### config.mk
export PLATFORM = sky130hd
export DESIGN_NAME = child_event_gather
export DESIGN_NICKNAME = d
export VERILOG_FILES = /design/src/rtl/child_event_gather_pkg.sv /design/src/rtl/child_event_fifo.sv /design/src/rtl/child_event_gather.sv
export SDC_FILE = /design/constraint.sdc
export NUM_CORES = 1
export LEC_CHECK = 0
export CAP_MARGIN = 25
export CORE_MARGIN = 2
export CORE_UTILIZATION = 25
export CTS_CLUSTER_DIAMETER = 100
export DETAILED_ROUTE_END_ITERATION = 6
export PLACE_DENSITY = 0.53
export SLEW_MARGIN = 20
export SYNTH_ARGS = -nofsm -noshare
export SYNTH_HDL_FRONTEND = slang
export SYNTH_SLANG_ARGS = --single-unit
### constraint.sdc
create_clock -name clk -period 9.35 [get_ports clk]
set_input_delay 0.935 -clock clk [delete_from_list [all_inputs] [get_ports clk]]
set_output_delay 0.935 -clock clk [all_outputs]
set_load 0.05 [all_outputs]
### src/rtl/child_event_gather_pkg.sv
// Shared defaults and the buffered event entry for child_event_gather.
// The entry layout is {index, data}, index in the upper bits.
package child_event_gather_pkg;

  localparam int NUM_CHILD_DEF  = 5;
  localparam int DATA_W_DEF     = 8;
  localparam int FIFO_DEPTH_DEF = 4;
  localparam int IDX_W          = $clog2(NUM_CHILD_DEF);

  typedef struct packed {
    logic [IDX_W-1:0]      index;
    logic [DATA_W_DEF-1:0] data;
  } entry_t;

endpackage

### src/rtl/child_event_fifo.sv
// Small synchronous FIFO with full/empty flags.
// The head reads as zero while empty so nothing stale leaks upward.
module child_event_fifo #(
  parameter int W     = 11,
  parameter int DEPTH = 4
) (
  input  logic         clk,
  input  logic         rst,
  input  logic         push,
  input  logic [W-1:0] wdata,
  input  logic         pop,
  output logic [W-1:0] rdata,
  output logic         full,
  output logic         empty
);

  localparam int AW = $clog2(DEPTH);

  logic [W-1:0]  mem [DEPTH];
  logic [AW-1:0] wptr;
  logic [AW-1:0] rptr;
  logic [AW:0]   count;
  logic          do_push;
  logic          do_pop;

  assign full    = (count == (AW+1)'(DEPTH));
  assign empty   = (count == '0);
  assign do_push = push & ~full;
  assign do_pop  = pop & ~empty;
  assign rdata   = empty ? '0 : mem[rptr];

  // Storage array; contents are don't-care until written.
  always_ff @(posedge clk) begin
    if (do_push) mem[wptr] <= wdata;
  end

  // Pointers wrap naturally at the power-of-two depth.
  always_ff @(posedge clk or posedge rst) begin
    if (rst) begin
      wptr  <= '0;
      rptr  <= '0;
      count <= '0;
    end else begin
      if (do_push) wptr <= wptr + 1'b1;
      if (do_pop)  rptr <= rptr + 1'b1;
      unique case ({do_push, do_pop})
        2'b10:   count <= count + 1'b1;
        2'b01:   count <= count - 1'b1;
        default: count <= count;
      endcase
    end
  end

endmodule

### src/rtl/child_event_gather.sv
// Round-robin gatherer: one child event per cycle into a FIFO,
// drained by the parent, with a wrapping delivered-event counter.
module child_event_gather
  import child_event_gather_pkg::*;
#(
  parameter int NUM_CHILD  = NUM_CHILD_DEF,
  parameter int DATA_W     = DATA_W_DEF,
  parameter int FIFO_DEPTH = FIFO_DEPTH_DEF,
  localparam int IW = (NUM_CHILD > 1) ? $clog2(NUM_CHILD) : 1
) (
  input  logic                             clk,
  input  logic                             rst,
  input  logic [NUM_CHILD-1:0]             child_valid,
  input  logic [NUM_CHILD-1:0][DATA_W-1:0] child_data,
  output logic [NUM_CHILD-1:0]             child_ready,
  output logic                             up_valid,
  input  logic                             up_ready,
  output logic [IW-1:0]                    up_index,
  output logic [DATA_W-1:0]                up_data,
  output logic [15:0]                      event_count
);

  localparam int EW = IW + DATA_W;

  logic [IW-1:0]        rr_ptr;
  logic [NUM_CHILD-1:0] grant;
  logic [IW-1:0]        gidx;
  logic                 found;
  int                   j;
  logic                 full;
  logic                 empty;
  logic                 push;
  logic                 pop;
  logic [EW-1:0]        wdata;
  logic [EW-1:0]        rdata;

  // Round-robin search from rr_ptr upward, first valid child wins.
  always_comb begin
    grant = '0;
    gidx  = '0;
    found = 1'b0;
    j     = 0;
    for (int k = 0; k < NUM_CHILD; k++) begin
      j = (int'(rr_ptr) + k) % NUM_CHILD;
      if (!found && child_valid[j]) begin
        found    = 1'b1;
        grant[j] = 1'b1;
        gidx     = IW'(j);
      end
    end
  end

  assign child_ready = full ? '0 : grant;
  assign push        = |child_ready;
  assign wdata       = {gidx, child_data[gidx]};
  assign up_valid    = ~empty;
  assign pop         = up_valid & up_ready;
  assign up_index    = rdata[EW-1:DATA_W];
  assign up_data     = rdata[DATA_W-1:0];

  child_event_fifo #(
    .W     (EW),
    .DEPTH (FIFO_DEPTH)
  ) u_fifo (
    .clk   (clk),
    .rst   (rst),
    .push  (push),
    .wdata (wdata),
    .pop   (pop),
    .rdata (rdata),
    .full  (full),
    .empty (empty)
  );

  // Pointer moves past the granted child; holds when nothing granted.
  always_ff @(posedge clk or posedge rst) begin
    if (rst) begin
      rr_ptr <= '0;
    end else if (push) begin
      rr_ptr <= (gidx == IW'(NUM_CHILD - 1)) ? '0 : gidx + 1'b1;
    end
  end

  // Count every parent transfer, wrapping at 16 bits.
  always_ff @(posedge clk or posedge rst) begin
    if (rst) begin
      event_count <= '0;
    end else if (pop) begin
      event_count <= event_count + 16'd1;
    end
  end

endmodule

==> key figures <==
Clocking
  – Worst-path clk slew: 60 ps
  – Cts repair resizes: 0
  – Total CTS buffers: 9
  – Clk buf depth: 2
  – CTS root buf: clkbuf_16
  – Clock latency on the worst-skew pair: between 300 and 400 ps
  – TritonCTS clock tree: done
  – Hold Buf Count CTS: 0
  – Post-CTS Setup Inserts: 0
  – H-tree depth: 3
  – Num Clock Sinks: 70

Floorplan
  – Core area: 0.0225 sq mm
  – Die width: between 150 and 200 um
  – Ports: between 80 and 90
  – Die H: about 150 um
  – Die area: 0.0240 sq mm
  – Site Rows: 55
  – Starting Density: between 20% and 30%

Timing
  – Minimum clock period: roughly 7600 ps
  – RSZ-0062 raised after global routing: no
  – Period Utilization, post-route: 81.6%
  – Setup TNS: 0 ps
  – Max Clk Rate: 131 MHz
  – Final Max Tran Viols: 0
  – Hold Fails Final Rpt: 0
  – Final Setup Violations: 0
  – Max_slew headroom: roughly 36%
  – Final Skew: 8.39 ps
  – Least-Margin Pin Slew: 933 ps

Logic synthesis
  – Seq cells post-synth: 70
  – Synthesized cell area: 0.00569 sq mm
  – Seq/Total Area, Yosys: 34.7%
  – Top area cells in the synthesized netlist: edfxtp_1 (23%), dfrtp_1 (11%), ha_1 (7.7%)
  – Dominant cell type by area after synthesis: edfxtp_1
  – Post-Synthesis Net Count: 669
  – Number of synthesized flops with an enable pin: 44
  – Synth Flop Type: edfxtp_1
  – Syn Area/Cell: approximately 9.7 sq um
  – Top-count cell post-synth: nand2_1
  – Yosys warnings: 0
  – Synth Instances: just under 600
  – Top cell type's share of synthesized area: a little under a quarter
  – Ys async rst share: a little under two fifths
  – Top post-synthesis cells by count: nand2_1 (53), edfxtp_1 (44), nor2_1 (37)
  – Yosys cell types: 77

Cells and area
  – Final net count: about 740
  – Synth-to-layout area growth: 24.2%
  – Ratio of cells with drive above 1 in the final layout: between 10 and 15%
  – Antenna diodes: 0

Critical path
  – Crit-path slowest cell: clkdlybuf4s50_1
  – Crit Path Max Fanout: 18
  – CP arrival: 6690 ps
  – Largest stage delay, worst path: slightly below 800 ps
  – Req. time, crit path: between 8000 and 9000 ps
  – Critical-path cell list: buf_4 > inv_1 > ha_1 > inv_1 > ha_1 > inv_1 > ha_1 > nor3_2 > o21ai_0 > nand2_1 > ha_1 > nand2b_1 > a22oi_4 > mux2_4 > o32a_1 > nor4_1 > nand2_1 > nor3_1 > a221oi_1 > inv_1 > clkdlybuf4s50_1
  – Setup CP Type: register to primary output
  – Worst Setup End Kind: primary output
  – Crit path launch type: register

Detailed routing
  – Total number of vias: approximately 4700
  – Initial drt markers: approximately 300
  – Number of remaining DRC errors: 0
  – Avg WL per Cell: approximately 16 um
  – Drt first pass iters: 5
  – Via density: a little under 5
  – Final wirelength: ~15 mm
  – Post-route ant nets: 0

Global routing
  – Total grt overflow: 0
  – First-pass GRT wire length: 24.2 mm
  – GRT Overall Usage: ~13%
  – Largest net degree at the start of global routing: 46
  – Initial antenna violation count: 0
  – Vias in the first global route: approximately 4600

Hold path
  – Hold Path Class: register to register

Outcome
  – Outcome: completed

Placed design
  – Hpwl dp: between 10 and 15 mm
  – PortBufs: 80
  – Placer Congestion: between 0.8 and 0.9

Run
  – Max_cap viols: 0
-- critical path: cells and delay by family (launching register included) --
kind | cells | cell delay (ps)
buffers and inverters | 6 | 1560
AND/OR/NAND/NOR | 6 | 1530
adder cells (fa/ha/maj) | 4 | 1450
AO/OA/AOI/OAI | 4 | 1090
flip-flops | 1 | 370
multiplexers | 1 | 350
-- cells in the final DEF, fill, tap and decap left out, types with 6 or more instances in the layout --
master,instances
mux2i_1,30
inv_1,33
and3_1,11
xor2_1,7
o21ai_0,13
nor2_1,37
xnor2_1,19
or3_1,6
nand3_1,8
clkbuf_16,9
clkdlybuf4s50_1,80
nor3_1,12
nor2b_1,18
nand2b_1,11
nor4_1,8
ha_1,35
a211oi_1,9
nand2_1,53
nand4_1,8
buf_4,8
a31oi_1,7
edfxtp_1,44
a21oi_1,27
dfrtp_1,26
and2_1,9
o221ai_1,11
mux4_2,11
-- logic make-up after synthesis --
group	synth area share, %
compound gates	17.2
xor+xnor	4.29
fa+ha+maj	8.05
buf+inv	4.86
flops	34.7
mux	11.5
simple gates	19.5
-- path summary, 6_finish.rpt --
check	start	endpoint	slack, ps	cells past startpoint
worst max-delay path	rr_ptr[1]	child_ready[1]	1720	21
worst min-delay path	event_count[15]	event_count[15]	470	1
worst max register to register	rr_ptr[1]	u_fifo.count[2]	2330	27
worst min register to register	event_count[15]	event_count[15]	470	1
max in group asynchronous	rst	u_fifo.wptr[0]	8080	3
min in group asynchronous	rst	event_count[10]	1000	3
-- per-layer routing --
| layer | vias up | GRT usage, % | part of all wire (%) |
|---|---|---|---|
| li1 | 2322 | - | - |
| met1 | 2265 | 16.9 | 47 |
| met2 | 82 | 21.2 | 48 |
| met3 | 17 | 1.06 | 2.6 |
| met4 | 0 | 4.32 | 1.8 |
| met5 | - | 0 | 0 |
-- per-stage QoR --
step	instances	utilization [%]	hold WS (ps)	setup slack (ps)	cell area, sq um
after CTS	942	31.4	478	1750	7070
after global placement	925	30.1	462	2230	6760
after floorplan	585	-	457	1750	5690
after global routing	942	31.4	498	1160	7070
after detailed placement	926	30.1	470	2130	6780
final	942	31.4	468	1720	7070
-- area by class of cell --
cell class,count,area (sq um)
Clock inverter,7,62.6
Sequential cell,70,1970
Inverter,35,131
Multi-Input combinational cell,447,3440
Clock buffer,9,225
Tap cell,285,357
Timing Repair Buffer,89,876
Fill cell,2339,15400
-- sequential cells by signal, summed over array words and instances (netlist names) --
name	cells
u_fifo.count	3
u_fifo.wptr	2
u_fifo.mem	44
rr_ptr	3
event_count	16
u_fifo.rptr	2
Power is not shown: default switching activity piles up to over one toggle a cycle in this logic, so the estimate is an artifact.
